`config.mk`:
```
export PLATFORM = sky130hd
export DESIGN_NAME = cass_in_slicer
export DESIGN_NICKNAME = d
export VERILOG_FILES = /design/src/rtl/cass_in_slicer.sv
export SDC_FILE = /design/constraint.sdc
export NUM_CORES = 1
export LEC_CHECK = 0
export ABC_CLOCK_PERIOD_IN_PS = 2900
export CAP_MARGIN = 20
export CORE_MARGIN = 5
export CORE_UTILIZATION = 35
export CTS_CLUSTER_DIAMETER = 150
export DETAILED_ROUTE_END_ITERATION = 7
export MAX_ROUTING_LAYER = met4
export SLEW_MARGIN = 20
export SYNTH_ARGS = -nofsm -noshare
export SYNTH_HDL_FRONTEND = slang
export SYNTH_SLANG_ARGS = --single-unit
```
`constraint.sdc`:
```
create_clock -name BCLK -period 2.9 [get_ports BCLK]
set_input_delay 0.58 -clock BCLK [delete_from_list [all_inputs] [get_ports BCLK]]
set_output_delay 0.58 -clock BCLK [all_outputs]
set_load 0.01 [all_outputs]
```
`src/rtl/cass_in_slicer.sv`:
```
// cass_in_slicer
//   Slices a signed 16-bit audio ADC stream into a one-bit cassette level.
//   The slicer uses hysteresis thresholds (HYST_HI / HYST_LO) and needs DEBOUNCE
//   consecutive qualifying samples before it changes level. It also measures
//   the period between edges, counted in valid samples.
//
//   Optional feature: define CASS_DC_BLOCK_EN to subtract a running DC estimate
//   (a first-order IIR with a 1/64 step) before comparing against the thresholds.
//   With the macro undefined, the raw sample is compared and no DC logic is built.
//
// Ports
//   BCLK         audio bit clock
//   iRST_N       asynchronous active-low reset
//   iSAMPLE      signed ADC sample
//   iSAMPLE_VLD  one-cycle strobe qualifying iSAMPLE
//   oCASS_IN     sliced level, registered (1 = high)
//   oEDGE        one-cycle pulse in the first cycle oCASS_IN shows a new level
//   oPERIOD      valid samples from the previous edge up to and including the
//                sample that completed this edge; held between edges
//   oOVF         sticky: period counter saturated at 12'hFFF since the last edge
module cass_in_slicer #(
  parameter logic signed [15:0] HYST_HI  = 16'sh0800,
  parameter logic signed [15:0] HYST_LO  = 16'shF800,
  parameter int unsigned        DEBOUNCE = 2
) (
  input  logic        BCLK,
  input  logic        iRST_N,
  input  logic [15:0] iSAMPLE,
  input  logic        iSAMPLE_VLD,
  output logic        oCASS_IN,
  output logic        oEDGE,
  output logic [11:0] oPERIOD,
  output logic        oOVF
);

  localparam logic [3:0] DEB = 4'(DEBOUNCE);

  typedef enum logic [1:0] {LOW, RISE_PEND, HIGH, FALL_PEND} state_t;

  state_t             state, stateNxt;
  logic [3:0]         dbCnt, dbCntNxt;
  logic [3:0]         dbInc;
  logic signed [15:0] cmpVal;
  logic               isHi, isLo;
  logic               levelNxt, edgeNxt;
  logic [11:0]        perCnt, perInc;

`ifdef CASS_DC_BLOCK_EN
  // DC tracker. The comparison uses the estimate from before this sample's
  // update, so the level latency is the same as without DC removal.
  logic signed [15:0] dcEst;
  logic signed [16:0] dcDiff, dcSum;

  assign dcDiff = 17'($signed(iSAMPLE)) - 17'(dcEst);
  // The new estimate lies between the old estimate and the sample, so the sum
  // always fits back into 16 bits.
  assign dcSum  = 17'(dcEst) + (dcDiff >>> 6);

  always_comb begin
    cmpVal = dcDiff[15:0];
    if (dcDiff > 17'sh07FFF)       cmpVal = 16'sh7FFF;
    else if (dcDiff < -17'sh08000) cmpVal = 16'sh8000;
  end

  always_ff @(posedge BCLK or negedge iRST_N) begin
    if (!iRST_N)          dcEst <= '0;
    else if (iSAMPLE_VLD) dcEst <= dcSum[15:0];
  end
`else
  assign cmpVal = $signed(iSAMPLE);
`endif

  assign isHi  = cmpVal > HYST_HI;
  assign isLo  = cmpVal < HYST_LO;
  assign dbInc = dbCnt + 4'd1;

  always_ff @(posedge BCLK or negedge iRST_N) begin
    if (!iRST_N) begin
      state <= LOW;
      dbCnt <= '0;
    end else begin
      state <= stateNxt;
      dbCnt <= dbCntNxt;
    end
  end

  always_comb begin
    stateNxt = state;
    dbCntNxt = dbCnt;
    if (iSAMPLE_VLD) begin
      unique case (state)
        LOW, RISE_PEND: begin
          if (isHi) begin
            // In LOW the count is 0, so the increment gives 1. With
            // DEBOUNCE=1 this path goes straight to HIGH.
            if (dbInc == DEB) begin
              stateNxt = HIGH;
              dbCntNxt = '0;
            end else begin
              stateNxt = RISE_PEND;
              dbCntNxt = dbInc;
            end
          end else begin
            stateNxt = LOW;
            dbCntNxt = '0;
          end
        end
        HIGH, FALL_PEND: begin
          if (isLo) begin
            if (dbInc == DEB) begin
              stateNxt = LOW;
              dbCntNxt = '0;
            end else begin
              stateNxt = FALL_PEND;
              dbCntNxt = dbInc;
            end
          end else begin
            stateNxt = HIGH;
            dbCntNxt = '0;
          end
        end
        default: begin
          stateNxt = LOW;
          dbCntNxt = '0;
        end
      endcase
    end
  end

  assign levelNxt = (stateNxt == HIGH) || (stateNxt == FALL_PEND);
  assign edgeNxt  = iSAMPLE_VLD && (levelNxt != oCASS_IN);
  assign perInc   = (perCnt == 12'hFFF) ? 12'hFFF : perCnt + 12'd1;

  always_ff @(posedge BCLK or negedge iRST_N) begin
    if (!iRST_N) begin
      oCASS_IN <= 1'b0;
      oEDGE    <= 1'b0;
      oPERIOD  <= '0;
      oOVF     <= 1'b0;
      perCnt   <= '0;
    end else begin
      oEDGE <= edgeNxt;
      if (iSAMPLE_VLD) begin
        oCASS_IN <= levelNxt;
        if (edgeNxt) begin
          // The completing sample counts toward the reported period.
          oPERIOD <= perInc;
          perCnt  <= '0;
          oOVF    <= 1'b0;
        end else begin
          perCnt <= perInc;
          if (perInc == 12'hFFF) oOVF <= 1'b1;
        end
      end
    end
  end

endmodule

```
; ---- Word-level counts from Yosys, hierarchy flattened
; Index checks and enable logic that the tools add are counted.
[word_totals]
wordCells = 42
ff_bits = 33
output_inout_bits = 15
in_bits = 19
[classes]
n_eq_ne = 9
magnitude_cmp = 2
reduce_logical = 8
add_sub_neg = 2
muxes = 14
[ops]
columns = operator, count
row1 = "12-bit equality test, second input constant", 2
row2 = 12-bit 2-to-1 mux, 2
row3 = "16-bit by 13-bit greater-than comparator with 1-bit output, second input constant", 1
row4 = "16-bit by 12-bit < comparator with 1-bit output, second input constant", 1
row5 = "12-bit by 1-bit adder with 12-bit output, second input constant", 1
row6 = 4-bit 2-to-1 mux, 3
row7 = 2-bit 2-to-1 mux, 5
row8 = "2-bit equality test, second input constant", 4
row9 = 4-bit one-hot mux with 2 select lines, 1
row10 = "4-bit by 1-bit adder with 4-bit output, second input constant", 1
row11 = "4-bit by 2-bit equality test with 1-bit output, second input constant", 1
row12 = 2-bit one-hot mux with 2 select lines, 1
row13 = 2-bit AND reduction, 2
row14 = 2-bit OR reduction, 2
row15 = "2-bit by 1-bit equality test with 1-bit output, second input constant", 1
row16 = 2-bit zero test, 1
row17 = 1-bit 2-to-1 mux, 2
row18 = 2-bit nonzero test, 1
row19 = 1-bit logical AND, 1
row20 = 1-bit logical OR, 1
row21 = 1-bit != test, 1

; ---- Longest topological paths before layout
[logic_depth]
word_depth = 12
ltp_mapped = 10
ltp_nobuf = 9

; ---- Worst setup path before layout
; No wires, ideal clock.
[synth_timing]
kind = reg2reg
start = register dbCnt[0]
end = register oPERIOD[1]
path_stages_with_launch = 10
setup_ps = 125
t_arrival_ps = 2195
synth_period_minus_slack_ps = 2321
required_time_ps = 2775
n_path_buf = 1
path_slack_ps = 579
path_cell_list = dfrtp_1 -> ha_1 -> or4b_4 -> o31ai_4 -> a311o_1 -> nand4_1 -> nand2_2 -> inv_2 -> buf_6 -> mux2_4
[synth_between]
elab_chain_len = 11
elab_cells_between_ends = 14
cone_classes = 1 x add/sub / 4 x eq/ne / 6 x mux / 3 x reduce/logical
[synth_lines]
columns = item, line_no
row1 = from (decl), 41  ; logic [3:0] dbCnt, dbCntNxt;
row2 = from (signal assigned), 83  ; dbCnt <= dbCntNxt;
row3 = 4-bit by 1-bit adder with 4-bit output *, 75  ; assign dbInc = dbCnt + 4'd1;
row4 = 4-bit by 2-bit equality test with 1-bit output *, "96, 110"
row5 = 2-bit 2-to-1 mux (on tied branches), "110, 96"
row6 = 2-bit 2-to-1 mux (on tied branches), "109, 93"
row7 = 2-bit one-hot mux with 2 select lines *, 91  ; unique case (state)
row8 = 2-bit 2-to-1 mux *, 90  ; if (iSAMPLE_VLD) begin
row9 = 2-bit equality test, 130  ; assign levelNxt = (stateNxt == HIGH) || (stateNxt == FALL_PEND);
row10 = 1-bit logical OR *, 130
row11 = 1-bit != test *, 131  ; assign edgeNxt = iSAMPLE_VLD && (levelNxt != oCASS_IN);
row12 = 1-bit logical AND *, 131
row13 = via edgeNxt, 45  ; logic levelNxt, edgeNxt;
row14 = 2-bit AND reduction (no source line) *, n/a
row15 = to (signal assigned), 147  ; oPERIOD <= perInc;
row16 = to (decl), 32  ; output logic [11:0] oPERIOD,
; The timed path passes the listed nets; every way through them passes the cells marked *.
; A chain may end at the register's enable or synchronous reset.

; ---- Worst setup path in the final report
[layout_timing]
start = input iSAMPLE[11]
end = register oPERIOD[9]
[layout_between]
elab_chain_len = 9
elab_cells_between_ends = 12
cone_classes = 2 x order compare / 3 x eq/ne / 4 x mux / 3 x reduce/logical
[layout_lines]
columns = item, line_no
row1 = from (decl), 28  ; input logic [15:0] iSAMPLE,
row2 = 16-bit by 12-bit < comparator with 1-bit output / 16-bit by 13-bit greater-than comparator with 1-bit output (equally long branches), "74, 73"
row3 = 2-bit 2-to-1 mux (on tied branches), "109, 93"
row4 = 2-bit one-hot mux with 2 select lines *, 91
row5 = 2-bit 2-to-1 mux *, 90
row6 = 2-bit equality test, 130
row7 = 1-bit logical OR *, 130
row8 = 1-bit != test *, 131
row9 = 1-bit logical AND *, 131
row10 = 2-bit AND reduction (no source line) *, n/a
; Every way passes the cells marked *; elsewhere a longest branch is shown, timed or not.

==> results by group <==
Synthesis
  • Synth Net Count: 214
  • Syn_area_per_cell: about 9.6 um^2
  • Synthesized flop and latch total: 32
  • Register area share after synthesis: 43.5%
  • Mapped Cells: 192
  • Number of enable flip-flop cells after synthesis: 0
  • Post-synthesis instance area: 1840 um^2
  • Top FF cell, synth: dfrtp_1
  • Count of cell types in the netlist: 49
  • Synth top area cells: dfrtp_1 43%, nand2_1 4.3%, mux2_2 3.7%
  • Synth Warn #: 0
  • Post-synthesis async set-or-reset flop share: 100%
  • Synth top area share: a little over two fifths
  • Synth area leader: dfrtp_1

Critical path
  • Arrival @ worst endpoint: 2.74 ns
  • Worst EP required: 3.06 ns
  • CP max FO: 15
  • Critical path class: input port to register
  • CP endpoint kind: register
  • CP dominant cell by count: nand4_1
  • Critical path cell sequence: clkdlybuf4s50_1 -> nor4b_1 -> nand4_1 -> a311o_1 -> nand4_1 -> nand2_2 -> inv_2 -> mux2_2
  • Crit start category: input port
  • Max stage delay on crit path: 0.51 ns
  • CP top delay family: buffers and inverters
  • Slowest CP cell: clkdlybuf4s50_1
  • Worst Path Buf+Inv: 2

Power
  • VDD IR max: ~370 uV
  • Power density cells: 674 nW/um^2
  • Lkg Pwr: 1.00 nW

CTS
  • Worst skew pair latency: 0.28 ns
  • Clock Sinks: 32
  • Clock root cell: clkbuf_8
  • Post-CTS Resized: 0
  • CTS Buf Count: 5
  • # H-tree levels: 2
  • CTS tree: done
  • Cts hold-fix bufs: 0
  • Clock-pin transition on the worst setup and hold timing paths: 0.06 ns
  • Clk buf depth: 2
  • Setup Buffers After CTS: 0

GRT
  • Total GRT Usage: 14.0%
  • Initial antenna violation count: 0
  • Vias in the first global route: 1511
  • Met1 Track Usage GR: 18.5%
  • Global routing usage on met2: 21.1%
  • GR Overflow Total: 0
  • GR Util met3: 3.90%
  • Pin count of the biggest net entering global routing: 33
  • First-pass GRT wire length: 7110 um
  • Busiest grt layer: met2

Floorplanning
  • Die span in x: 82.5 um
  • Initial Util: between 30% and 40%
  • Area of the die: 6810 um^2
  • Core area: 5110 um^2
  • # IOs: 34
  • Die Span Y: ~83 um
  • FP Rows: 26

Timing
  • Final period util: between 80% and 90%
  • Fin crit period: roughly 2.6 ns
  • Slew HR: 55.2%
  • Skew final: 0.00327 ns
  • FMAX: 387 MHz
  • Hold Vio Cnt, Final: 0
  • Slew @ Worst Pin: approximately 0.67 ns
  • Fin. max-slew vios: 0
  • Fin Setup TNS: 0 ns
  • Final setup fails: 0
  • Minimum hold slack: 0.497 ns
  • RSZ-0062 raised after global routing: false

Routing
  • Avg WL per Cell: 13.6 um
  • Drt total wl: 4120 um
  • Pre-antenna DRT Iters: 4
  • Post-route antenna net violation count: 0
  • Residual DRC: 0
  • Via/cell ratio: 5.11
  • Initial DRC Count: 133
  • Detailed-route via count: 1542

Outcome
  • Status: complete, no violations

Final layout
  • Layout cells sized above 1: 14.2%
  • FILL cells: ~530
  • Multi-input logic area: 938 um^2
  • Number of diodes: 0
  • Synth-to-Final Area Change: 28.1%
  • Final nets: between 200 and 300
  • Storage cell area: between 800 and 900 um^2

Placement
  • Post-DP HPWL: 3070 um
  • RD Place Congestion: 0.784
  • # port buffers: 33

Worst hold path
  • Hold WC Path Type: register to register

Flow run
  • Max-cap violations: 0
## routing by layer
metal | up-vias | wire [um]
li1 | 779 | -
met1 | 732 | 2060
met2 | 25 | 1890
met3 | 6 | 127
met4 | 0 | 47
met5 | - | 0
## cells in the final DEF, fill, tap and decap left out, types with 2 or more instances in the layout
cell	count
mux2i_1	5
a22oi_1	2
nand2_1	21
o21a_1	3
a21oi_1	11
o22ai_1	7
nand4_1	6
nand3_1	6
and3_1	3
a31o_2	2
clkdlybuf4s50_1	33
mux2_2	6
a41o_1	2
ha_1	3
buf_4	9
xor2_1	2
o21ai_0	6
mux2_4	4
inv_1	14
nor3_1	5
dfrtp_1	32
nor4_1	5
clkbuf_8	5
nand2b_1	2
xnor2_1	4
nor2_1	10
## final cells by class
| type | count | area share, % |
|---|---|---|
| multi-input combinational | 136 | 39.8 |
| sequential | 32 | 34.0 |
| timing repair buffer | 42 | 16.9 |
| tap | 70 | 3.71 |
| clock buffer | 6 | 3.08 |
| inverter | 15 | 2.39 |
| clock inverter | 1 | 0.212 |
## cell usage after synthesis (2+ instances only)
cell,n
inv_1,14
clkbuf_1,4
o21ai_0,6
a41o_1,2
a31o_2,2
and3_1,3
o22ai_1,7
xor2_1,2
xnor2_1,4
mux2i_1,5
a21oi_1,11
nand2b_1,2
o21a_1,3
a22oi_1,2
nor2_1,10
nor4_1,5
dfrtp_1,32
mux2_4,4
nor3_1,5
mux2_2,6
nand4_1,6
nand3_1,6
ha_1,3
nand2_1,21
buf_2,3
## worst reg2reg max path: stages, from the launching register on
cell     delay, ns
dfrtp_1       0.43
ha_1          0.26
or4b_4        0.56
o31ai_4       0.12
nand4_1       0.15
nand4_1       0.15
nand2_2       0.09
inv_2         0.29
mux2_2        0.38
## where the power goes
group / internal, W / leakage, nW / total (W) / switching, W
Clock: 0.000163 / 0.0410 / 0.000311 / 0.000148
Combinational: 0.000336 / 0.532 / 0.000662 / 0.000325
Sequential: 0.000533 / 0.428 / 0.000616 / 0.0000831
## through the flow
step / worst slack (ns) / total power, W / cell area (um^2) / utilization (%) / cells
floorplan: 0.579 / 0.00106 / 1840 / - / 192
global placement: 0.0327 / 0.00129 / 2280 / 44.7 / 295
detailed placement: 0.0163 / 0.00129 / 2280 / 44.7 / 295
CTS: 0.311 / 0.00162 / 2360 / 46.2 / 302
global route: 0.109 / 0.00171 / 2360 / 46.2 / 302
finish: 0.317 / 0.00159 / 2360 / 46.2 / 302
## flip-flops by register name (all words and copies together), names as in the netlist
| register | flops |
|---|---|
| dbCnt | 4 |
| oCASS_IN | 1 |
| oEDGE | 1 |
| oOVF | 1 |
| oPERIOD | 12 |
| perCnt | 12 |
| state | 1 |
## kinds of logic after synthesis
group | Yosys count | share of synthesized area [%]
adders and majority gates | 3 | 2.04
muxes | 15 | 9.65
buffers and inverters | 24 | 5.57
AOI/OAI and AO/OA | 46 | 17.7
xor gates and xnor gates | 6 | 2.85
and+or+nand+nor | 66 | 18.7
DFF | 32 | 43.5
## final timing paths
check	from	depth (start not counted)	endpoint	slack, ns
max reg2reg	dbCnt[0]	8	oPERIOD[9]	0.36
max in group asynchronous	iRST_N	2	perCnt[11]	1.90
min	oPERIOD[4]	1	oPERIOD[4]	0.50
min reg2reg	oPERIOD[4]	1	oPERIOD[4]	0.50
max	iSAMPLE[11]	8	oPERIOD[9]	0.32
min in group asynchronous	iRST_N	2	oPERIOD[2]	0.70
Note: power is estimated with default switching activity, not from simulation.
